==> src/rtl/cv32e40p_clk_gate_pkg.sv <==
// Shared types and counter widths for the core clock-gate controller.
package cv32e40p_clk_gate_pkg;

  localparam int IDLE_CNT_W = 8;
  localparam int WAKE_CNT_W = 4;

  typedef enum logic [2:0] {
    RESET_WAIT = 3'd0,
    RUN        = 3'd1,
    DRAIN      = 3'd2,
    GATED      = 3'd3,
    WAKE       = 3'd4
  } cg_state_e;

endpackage

==> src/rtl/cv32e40p_clk_gate_ctrl.sv <==
// Core clock-gate controller: drains the pipeline, gates the clock, wakes up; all outputs registered.
// Optional gated-cycle statistics counter behind macro CV32E40P_CG_STATS_EN.
module cv32e40p_clk_gate_ctrl
  import cv32e40p_clk_gate_pkg::*;
#(
  parameter int IDLE_CYCLES = 4,
  parameter int WAKE_CYCLES = 2
) (
  input  logic        clk,
  input  logic        rst_n,
  input  logic        fetch_enable_i,
  input  logic        sleep_req_i,
  input  logic        core_busy_i,
  input  logic        wake_i,
  output logic        clock_en_o,
  output logic        core_sleep_o,
  output logic        sleep_ack_o
`ifdef CV32E40P_CG_STATS_EN
  ,
  output logic [31:0] gated_cycles_o
`endif
);

  localparam logic [IDLE_CNT_W-1:0] IDLE_LAST = IDLE_CNT_W'(IDLE_CYCLES - 1);
  localparam logic [WAKE_CNT_W-1:0] WAKE_LAST = WAKE_CNT_W'(WAKE_CYCLES - 1);
  localparam logic [IDLE_CNT_W-1:0] IDLE_ONE  = IDLE_CNT_W'(1);
  localparam logic [WAKE_CNT_W-1:0] WAKE_ONE  = WAKE_CNT_W'(1);

  cg_state_e             state_q, state_d;
  logic [IDLE_CNT_W-1:0] idle_cnt_q, idle_cnt_d;
  logic [WAKE_CNT_W-1:0] wake_cnt_q, wake_cnt_d;
  logic                  clock_en_d, core_sleep_d, sleep_ack_d;

  always_comb begin
    state_d    = state_q;
    idle_cnt_d = idle_cnt_q;
    wake_cnt_d = wake_cnt_q;
    unique case (state_q)
      RESET_WAIT: begin
        if (fetch_enable_i) begin
          state_d    = WAKE;
          wake_cnt_d = '0;
        end
      end
      RUN: begin
        if (sleep_req_i && !wake_i) begin
          state_d    = DRAIN;
          idle_cnt_d = '0;
        end
      end
      DRAIN: begin
        // Abort beats idle counting so a late interrupt never gets gated.
        if (wake_i || !sleep_req_i) begin
          state_d    = RUN;
          idle_cnt_d = '0;
        end else if (core_busy_i) begin
          idle_cnt_d = '0;
        end else if (idle_cnt_q == IDLE_LAST) begin
          state_d    = GATED;
          idle_cnt_d = '0;
        end else begin
          idle_cnt_d = idle_cnt_q + IDLE_ONE;
        end
      end
      GATED: begin
        if (wake_i) begin
          state_d    = WAKE;
          wake_cnt_d = '0;
        end
      end
      WAKE: begin
        if (wake_cnt_q == WAKE_LAST) begin
          state_d    = RUN;
          wake_cnt_d = '0;
        end else begin
          wake_cnt_d = wake_cnt_q + WAKE_ONE;
        end
      end
      default: begin
        state_d    = RESET_WAIT;
        idle_cnt_d = '0;
        wake_cnt_d = '0;
      end
    endcase

    // Outputs are decoded from the next state and then flopped, so they track the state with no glitches.
    clock_en_d   = (state_d == RUN) || (state_d == DRAIN) || (state_d == WAKE);
    core_sleep_d = (state_d == RESET_WAIT) || (state_d == GATED) || (state_d == WAKE);
    sleep_ack_d  = (state_q == DRAIN) && (state_d == GATED);
  end

  always_ff @(posedge clk or negedge rst_n) begin
    if (!rst_n) begin
      state_q      <= RESET_WAIT;
      idle_cnt_q   <= '0;
      wake_cnt_q   <= '0;
      clock_en_o   <= 1'b0;
      core_sleep_o <= 1'b1;
      sleep_ack_o  <= 1'b0;
    end else begin
      state_q      <= state_d;
      idle_cnt_q   <= idle_cnt_d;
      wake_cnt_q   <= wake_cnt_d;
      clock_en_o   <= clock_en_d;
      core_sleep_o <= core_sleep_d;
      sleep_ack_o  <= sleep_ack_d;
    end
  end

`ifdef CV32E40P_CG_STATS_EN
  logic [31:0] gated_cnt_q;

  always_ff @(posedge clk or negedge rst_n) begin
    if (!rst_n) begin
      gated_cnt_q <= '0;
    end else if (state_q == GATED) begin
      gated_cnt_q <= gated_cnt_q + 32'd1;
    end
  end

  assign gated_cycles_o = gated_cnt_q;
`endif

endmodule

==> config.mk <==
export PLATFORM = sky130hd
export DESIGN_NAME = cv32e40p_clk_gate_ctrl
export DESIGN_NICKNAME = d
export VERILOG_FILES = /design/src/rtl/cv32e40p_clk_gate_pkg.sv /design/src/rtl/cv32e40p_clk_gate_ctrl.sv
export SDC_FILE = /design/constraint.sdc
export NUM_CORES = 1
export LEC_CHECK = 0
export ABC_AREA = 1
export CORE_ASPECT_RATIO = 1.5
export CORE_MARGIN = 2
export CORE_UTILIZATION = 50
export CTS_CLUSTER_DIAMETER = 100
export DETAILED_ROUTE_END_ITERATION = 8
export HOLD_SLACK_MARGIN = 0.1
export PLACE_DENSITY_LB_ADDON = 0.2
export SYNTH_ARGS = -nofsm -noshare
export SYNTH_HDL_FRONTEND = slang
export SYNTH_SLANG_ARGS = --single-unit
export TNS_END_PERCENT = 100
==> constraint.sdc <==
create_clock -name clk -period 1.45 [get_ports clk]
set_clock_uncertainty 0.2 [all_clocks]
set_input_delay 0.2175 -clock clk [delete_from_list [all_inputs] [get_ports clk]]
set_output_delay 0.2175 -clock clk [all_outputs]
set_load 0.005 [all_outputs]
Word level (Yosys, flattened, before mapping)
Index checks and enable logic that the tools add are counted.

storage, ports and cells
  register bits = 18
  output and inout bits = 3

cells by class
  equal/unequal tests = 13
  bitwise logic cells = 2
  mux-type cells = 17
  reductions and logical operators = 15
  add/sub/neg operators = 2

operator list
  operator               number
  $mux W8                4
  $pmux W8 S3            1
  $mux W3                7
  $pmux W4 S4            1
  $pmux W3 S5            1
  $eq A3 B2 Y1 const B   4
  $mux W4                3
  $add A8 B1 Y8 const B  1
  $eq A8 B2 Y1 const B   1
  $eq A3 B1 Y1 const B   2
  $eq A3 B3 Y1 const B   2
  $logic_not A3 Y1       2
  $ne A2 B2 Y1 const B   3
  $logic_or A1 B1 Y1     5
  $add A4 B1 Y4 const B  1
  $eq A4 B1 Y1 const B   1
  $reduce_and A3 Y1      1
  $reduce_or A3 Y1       1
  $logic_and A1 B1 Y1    2
  $logic_not A1 Y1       2
  $not A1 Y1             2
  $reduce_and A2 Y1      1
  $reduce_or A2 Y1       1

Logic depth before layout (Yosys ltp)
  depth in word-level cells = 8
  gate-level depth with buffers = 10
  gate-level depth less buffers = 10

Worst setup path after synthesis
No wires, ideal clock.

  path type = reg2reg
  start = register idle_cnt_q[0]
  end = register clock_en_o
  arrival = 1.118 ns
  slack = 0.006 ns
  period minus slack after synthesis = 1.444 ns
  path buffers = 0
  library setup time = 0.126 ns
  cell stages (with the launch flop) = 10
  cells stage by stage = dfrtp_1 > ha_1 > nand2_1 > nor2_1 > nand2_1 > nand2_1 > nand2_1 > nand2_1 > nand2_1 > nand3_1

between the ends
  cells in the longest elaborated chain, start to end = 8
  elaborated cells between the ends (all ways) = 10
  those cells by class = eq/ne (4); mux (4); reduce/logical (2)

RTL lines
  what                                          RTL line                       RTL
  start, declared                               cv32e40p_clk_gate_ctrl.sv:30   logic [IDLE_CNT_W-1:0] idle_cnt_q, idle_cnt_d;
  start signal, assigned                        cv32e40p_clk_gate_ctrl.sv:102  idle_cnt_q <= idle_cnt_d;
  $eq A8 B2 Y1 *                                cv32e40p_clk_gate_ctrl.sv:58   end else if (idle_cnt_q == IDLE_LAST) begin
  $mux W3 *                                     cv32e40p_clk_gate_ctrl.sv:58
  $mux W3 *                                     cv32e40p_clk_gate_ctrl.sv:56   end else if (core_busy_i) begin
  $mux W3 *                                     cv32e40p_clk_gate_ctrl.sv:53   if (wake_i || !sleep_req_i) begin
  $pmux W3 S5 *                                 cv32e40p_clk_gate_ctrl.sv:38   unique case (state_q)
  named net state_d[0]                          cv32e40p_clk_gate_ctrl.sv:29   cg_state_e state_q, state_d;
  $eq A3 B1 Y1 or $eq A3 B2 Y1 (tied branches)  cv32e40p_clk_gate_ctrl.sv:87   clock_en_d = (state_d == RUN) || (state_d == DRAIN) || (state_d == WAKE);
  $logic_or A1 B1 Y1                            cv32e40p_clk_gate_ctrl.sv:87
  $logic_or A1 B1 Y1 *                          cv32e40p_clk_gate_ctrl.sv:87
  named net clock_en_d                          cv32e40p_clk_gate_ctrl.sv:32   logic clock_en_d, core_sleep_d, sleep_ack_d;
  end signal, assigned                          cv32e40p_clk_gate_ctrl.sv:104  clock_en_o <= clock_en_d;
  end, declared                                 cv32e40p_clk_gate_ctrl.sv:15   output logic clock_en_o,

The timed path passes the listed nets; every way through them passes the cells marked *.
A chain may end at the register's enable or synchronous reset.

Worst setup path after layout
  start = register state_q[1]
  end = register clock_en_o

between the ends
  elaborated cells between the ends (all ways) = 18
  those cells by class = eq/ne (7); mux (8); reduce/logical (3)

RTL lines
  what                                          RTL line                       RTL
  start, declared                               cv32e40p_clk_gate_ctrl.sv:29
  start signal, assigned                        cv32e40p_clk_gate_ctrl.sv:101  state_q <= state_d;
  $eq A3 B3 Y1, or another cell as far along    cv32e40p_clk_gate_ctrl.sv:38
  $pmux W3 S5 *                                 cv32e40p_clk_gate_ctrl.sv:38
  named net state_d[0]                          cv32e40p_clk_gate_ctrl.sv:29
  $eq A3 B1 Y1 or $eq A3 B2 Y1 (tied branches)  cv32e40p_clk_gate_ctrl.sv:87
  $logic_or A1 B1 Y1                            cv32e40p_clk_gate_ctrl.sv:87
  $logic_or A1 B1 Y1 *                          cv32e40p_clk_gate_ctrl.sv:87
  named net clock_en_d                          cv32e40p_clk_gate_ctrl.sv:32

Marks and branches as above.

==> impl_metrics.json <==
{
  "status": "finished, violations left",
  "violations": "setup timing",
  "critPathMaxFanout": 6,
  "tightest_slew_ps": 381,
  "swShare_pct": 42.1,
  "fin_crit_ps": 1530,
  "endpoint_kind": "flip-flop",
  "seqPwrFrac_pct": 34.2,
  "die_area_mm2": 0.00249,
  "finalWorstSetupSlack_ps": -81.2,
  "nNetsFinal": 192,
  "placed_area_mm2": 0.00130,
  "cp.arrival_ps": 1520,
  "p_per_area_mw_per_mm2": 1420,
  "rows": 20,
  "cts-htree-levels": 1,
  "syn2layout_area_growth_pct": 38.6,
  "seqCellArea_um2": 454,
  "track_usage_pct": 24.2,
  "synthesis.area_mm2": 0.00105,
  "wire_per_inst_um": 13.2,
  "vdd_drop_max_uv": 904,
  "antenna_found_initial": 0,
  "timing.rr.start": "state_q[1]",
  "power_frac_clock_pct": 13.0,
  "multi_input_area_um2": 619,
  "drv_slew": 0,
  "cts.sinks": 18,
  "vias": 1087,
  "clk_path_buf_depth": 2,
  "start_util_pct": 52.6,
  "path_class": "reg2reg",
  "num_antenna_cells": 0,
  "grt_pass1_vias": 1119,
  "place.detailed.hpwl_um": 1850,
  "p_switching_uw": 870,
  "combPwrFrac_pct": 52.8,
  "period_share_pct": 106,
  "drcViolationCount": 0,
  "p_int_uw": 1190,
  "die_h_um": 60.2,
  "setup_viol": 14,
  "grt_max_degree": 19,
  "synth.distinct_cells": 21,
  "crit_path_start_kind": "flip-flop",
  "drt_iter0_drc": 32,
  "hold_path.class": "reg2reg",
  "n_fill_cell": 175,
  "p_leak_uw": 0.000719,
  "fp.dieW_um": 41.5,
  "port_buffers": 8,
  "final_antenna_net_count": 0,
  "hold_violations": 0,
  "globalplace.congestion": 0.971,
  "critical_path_required_ps": 1440,
  "rsz0062_at_grt": "true",
  "ios": 9,
  "postSynthAreaPerCell_um2": 7.11,
  "overflow": 0,
  "max_freq_mhz": 653,
  "routed_wl_um": 2690,
  "hold_start": "idle_cnt_q[4]",
  "clk_pin_slew_ps": 100,
  "fp.coreArea_mm2": 0.00200,
  "drive_gt1_share_pct": 35.2,
  "cts_tree": "done",
  "postSynthCellCount": 148,
  "relSlewSlack_pct": 74.3,
  "fin_tns_setup_ps": -503,
  "worstSkewPairLatency_ps": 300,
  "final_area_mm2": 0.00146,
  "cp-startpoint": "state_q[1]",
  "yosysSeqAreaShare_pct": 42.9,
  "cts_buffers": 3,
  "grt_pass1_wl_um": 4640,
  "via_per_inst": 5.33,
  "clock-root-buffer": "clkbuf_4",
  "firstDrtPassIters": 4,
  "synth_seq_cells": 18,
  "whs_ps": 347,
  "synth_nets": 157,
  "yosys_warnings": 0,
  "cap_violations": 0
}
==> kinds of logic (layout without fill, tap and decap cells) <==
family	after synthesis	in the layout	synth area share, %
AND/OR/NAND/NOR	92	92	38.2
XOR/XNOR	2	2	1.66
AO/OA/AOI/OAI	12	12	6.18
buffers and inverters	21	55	7.49
adder cells (fa/ha/maj)	3	3	3.57
flip-flops	18	18	42.9
==> critical path, stage by stage (launching register included) <==
cell and delay [ps]:
dfrtp_2 500, nand2_1 110, nor2_2 50, nand2_2 110
nand2_1 100, nor2_4 160, nand2_4 80, nand2_1 70
nand3_1 60
==> metrics by stage <==
step | setup slack, ps | total power, uW | cells | util, %
after floorplan | 5.91 | 1150 | 148 | -
after global placement | -248 | 1480 | 197 | 65.1
after detailed placement | -329 | 1510 | 197 | 65.1
after CTS | -27.6 | 1920 | 204 | 70.8
after global routing | -143 | 2220 | 204 | 72.9
final | -81.2 | 2060 | 204 | 72.9
==> cells in the mapped netlist <==
| cell type | count | area share, % |
|---|---|---|
| nand2_1 | 48 | 17 |
| a21oi_1 | 2 | 0.95 |
| o31ai_1 | 1 | 0.71 |
| o21ai_1 | 2 | 0.95 |
| o22ai_1 | 2 | 1.2 |
| dfstp_2 | 1 | 2.5 |
| nand3_1 | 15 | 7.1 |
| inv_1 | 20 | 7.1 |
| dfrtp_1 | 17 | 40 |
| nor3_1 | 1 | 0.48 |
| nor2_1 | 17 | 6.1 |
| nand2_2 | 2 | 1.2 |
| nand3_2 | 1 | 0.95 |
| nor4_1 | 1 | 0.59 |
| inv_2 | 1 | 0.36 |
| o21ai_0 | 5 | 2.4 |
| ha_1 | 3 | 3.6 |
| xor2_1 | 2 | 1.7 |
| nand4_1 | 3 | 1.8 |
| nor2_4 | 1 | 1.1 |
| nor2_2 | 3 | 1.8 |
==> layout make-up <==
class,count,area share (%)
clock buffer,4,1.80
inverter,21,5.75
multi-input combinational,109,42.5
sequential,18,31.1
tap,22,1.89
timing repair buffer,30,17.0
==> placed cells by master (no fill, tap or decap), types with 2 or more instances in the layout <==
| master | synthesis | final |
|---|---|---|
| inv_4 | 0 | 2 |
| dfrtp_1 | 17 | 15 |
| nand2_1 | 48 | 37 |
| nand3_2 | 1 | 2 |
| ha_2 | 0 | 2 |
| o22ai_1 | 2 | 2 |
| a21oi_2 | 0 | 2 |
| dlygate4sd2_1 | 0 | 2 |
| clkdlybuf4s50_1 | 0 | 5 |
| nand2_2 | 2 | 12 |
| inv_1 | 20 | 15 |
| o21ai_1 | 2 | 4 |
| nand4_1 | 3 | 3 |
| buf_6 | 0 | 2 |
| buf_4 | 0 | 19 |
| clkbuf_4 | 0 | 3 |
| nor2_2 | 3 | 5 |
| o21ai_0 | 5 | 3 |
| nor2_1 | 17 | 11 |
| inv_2 | 1 | 4 |
| dfrtp_2 | 0 | 2 |
| xor2_1 | 2 | 2 |
| nor2_4 | 1 | 5 |
| nand3_1 | 15 | 13 |
==> flip-flops by register name, summed over array words and instances (netlist names) <==
| signal | cells |
|---|---|
| wake_cnt_q | 4 |
| idle_cnt_q | 8 |
| state_q | 3 |
| sleep_ack_o | 1 |
| core_sleep_o | 1 |
| clock_en_o | 1 |
==> layer usage <==
metal / global-route usage (%) / share of wire, % / wire length, um / vias to the layer above
met5: 0 / 0 / 0 / -
met4: 15.7 / 4.9 / 131 / 0
met3: 1.81 / 2.0 / 53 / 17
met2: 45.5 / 55 / 1480 / 26
met1: 25.6 / 38 / 1030 / 506
li1: - / - / - / 538
==> power groups by stage <==
stage / clock network [uW] / logic (uW) / registers [uW]
after floorplan: 0 / 466 / 686
after global placement: 0 / 802 / 682
after detailed placement: 0 / 829 / 684
after CTS: 265 / 970 / 686
after global routing: 290 / 1210 / 718
final: 268 / 1090 / 706
==> final timing paths <==
kind	endpoint	slack, ps	cells after the start
max	clock_en_o	-80	8
min	idle_cnt_q[4]	350	2
max reg2reg	clock_en_o	-80	8
min reg2reg	idle_cnt_q[4]	350	2
max in group asynchronous	core_sleep_o	200	3
min in group asynchronous	wake_cnt_q[0]	590	3
==> repair_timing <==
action                                 CTS  global route
setup endpoints to repair               16            18
cloned                                   0             0
pin swaps                                3             4
hold buffers                             1             0
endpoints found under the hold margin   17             0
setup buffers                            2             0
gates resized for setup                 28            19
No activity file was read; power rests on OpenSTA's default activity.
==> patch, RTL diff (config.mk and constraints unchanged) <==
Set the package constant `IDLE_CNT_W` to 10 (it was 8).
--- a/src/rtl/cv32e40p_clk_gate_pkg.sv
+++ b/src/rtl/cv32e40p_clk_gate_pkg.sv
@@ -3,3 +3,3 @@
 
-  localparam int IDLE_CNT_W = 8;
+  localparam int IDLE_CNT_W = 10;
   localparam int WAKE_CNT_W = 4;
Function: same outputs for any inputs over 10 cycles, from zero or initial values and one cycle with rst_n low; that may be too few to reach the edited logic, so the function may still have changed.
==> patch against the unedited design <==
The run still ends with setup timing left; routed wire length up 69%; final area rose by 39%; utilization grew 16 points; count of clock-buffer cells in the layout unchanged; critical path depth is 1 higher; die area rose by 15%; combinational power is 49% higher; synthesized area up 16%; power increased by 29%; sequential share of layout area decreased by 6.3 points; worst setup slack got worse by 0.20 ns; sequential cell count grew 2; global-route usage grew 1.9 points; highest routed layer unchanged.
==> patch: results (changes against the unedited design) <==
per-cell routed wire length=19.0 µm (+44%); cell internal pwr=1.50 mW (+26%); largest fanout on the critical path=4 (-2); top post-synthesis cells by area=dfrtp_1, nand2_1, inv_1; first-pass GRT wire length=5.58 mm (+20%); WHS Path Cells=3 (+1); dpl cell area=1560 µm² (+20%); Final nets=227 (+18%); vias in the first global route=1344 (+20%); Worst-path clk slew=0.13 ns (+0.03 ns); Fillers=100 (-43%); DP Worst Slack=-0.331 ns (-0.00152 ns); violated checks=setup timing; sequential area share after synthesis=41.0% (-1.9 points); Reg2Reg Depth=9 (+1); Final setup viols=19 (+5); hold path start=idle_cnt_q[8]$_DFFE_PN0P_; largest net degree at the start of global routing=21 (+2); Finished Layout Cells=240 (+18%); outcome=finished with violations; clk_lat worst skew=0.32 ns (+0.02 ns); CP delay by family, top=flip-flops; detailed placer's ending HPWL=2.23 mm (+20%); final setup margin=-0.281 ns (-0.199 ns); R2R Path Start=state_q[2]$_DFF_PN0_; proportion of layout cells with a drive suffix above 1=59.0% (+24 points); Worst Hold End=idle_cnt_q[8]$_DFFE_PN0P_; Least-Margin Pin Slew=0.345 ns (-0.0361 ns); Post-Syn Nets=172 (+9.6%); flop2flop setup slack=-0.28 ns (-0.20 ns); VDD IR max=1050 µV (+17%); gr usage total=26.0% (+1.9 points); slowest CP cell=dfrtp_1; via count=1411 (+30%)
[patch: changes by cell type after synthesis, moves of 4 or more]
cell	before	now
inv_1	20	24
nand2_1	48	35
nand3_2	1	6
nor3_1	1	6
[patch: cell families (layout without fill, tap and decap cells)]
group           Yosys count  in the layout  synth area share [%]
buf+inv                  30             84                  10.7
xor+xnor                  2              2                  1.43
simple gates             90             90                  35.4
fa+ha+maj                 3              3                  3.07
flops                    20             20                  41.0
compound gates           18             18                  8.29
[patch: repair_timing]
action	CTS	global route
buffers inserted	5	5
hold endpoints to repair	19	0
pin swaps	14	22
hold buffers	1	0
gates resized for setup	43	66
endpoints found under the setup margin	22	20
cloned	1	0
[patch: worst max-delay path by stage]
| stage | start | cells after the start | slack, ns | end |
|---|---|---|---|---|
| floorplan | idle_cnt_q[1]$_DFFE_PN0P_ | 6 | -0.04 | idle_cnt_q[2]$_DFFE_PN0P_ |
| global placement | wake_i | 8 | -0.29 | clock_en_o$_DFF_PN0_ |
| detailed placement | wake_i | 8 | -0.33 | clock_en_o$_DFF_PN0_ |
| CTS | state_q[0]$_DFF_PN0_ | 7 | -0.1 | clock_en_o$_DFF_PN0_ |
| global route | state_q[0]$_DFF_PN0_ | 7 | -0.33 | idle_cnt_q[4]$_DFFE_PN0P_ |
| finish | state_q[2]$_DFF_PN0_ | 9 | -0.28 | clock_en_o$_DFF_PN0_ |
[patch: final cells by class]
type                            instances  area, µm²  share of cell area (%)
Multi-Input combinational cell        113        918                    45.2
Clock buffer                            4       26.3                    1.29
Inverter                               29        126                    6.22
Tap cell                               23       28.8                    1.42
Sequential cell                        20        505                    24.9
Timing Repair inverter                  1       11.3                   0.554
Timing Repair Buffer                   50        417                    20.5
[patch: power groups by stage]
stage	clock [mW]	sequential [mW]	combinational [mW]
global route	0.315	0.743	1.70
floorplan	0	0.726	0.477
global placement	0	0.712	0.842
detailed placement	0	0.717	0.880
finish	0.294	0.740	1.62
CTS	0.281	0.708	1.18
[patch: routing by layer]
metal	up-vias	wire length, µm	global-route usage (%)
met2	70	2480	56.1
li1	632	-	-
met3	34	214	2.51
met1	675	1570	24.7
met4	0	290	3.41
met5	-	0	0
[patch: through the flow]
step | setup TNS [ns] | power [mW]
2_1_floorplan | -0.212 | 1.20
3_3_place_gp | -4.50 | 1.55
3_5_place_dp | -5.48 | 1.60
4_1_cts | -1.33 | 2.17
5_1_grt | -4.00 | 2.76
6_report | -2.98 | 2.65
[patch: tightest hold or removal path: stages, from the launching register on]
cell	delay, ns
dfrtp_1	0.43
nand3_2	0.08
nand2_1	0.06
nor2_1	0.04
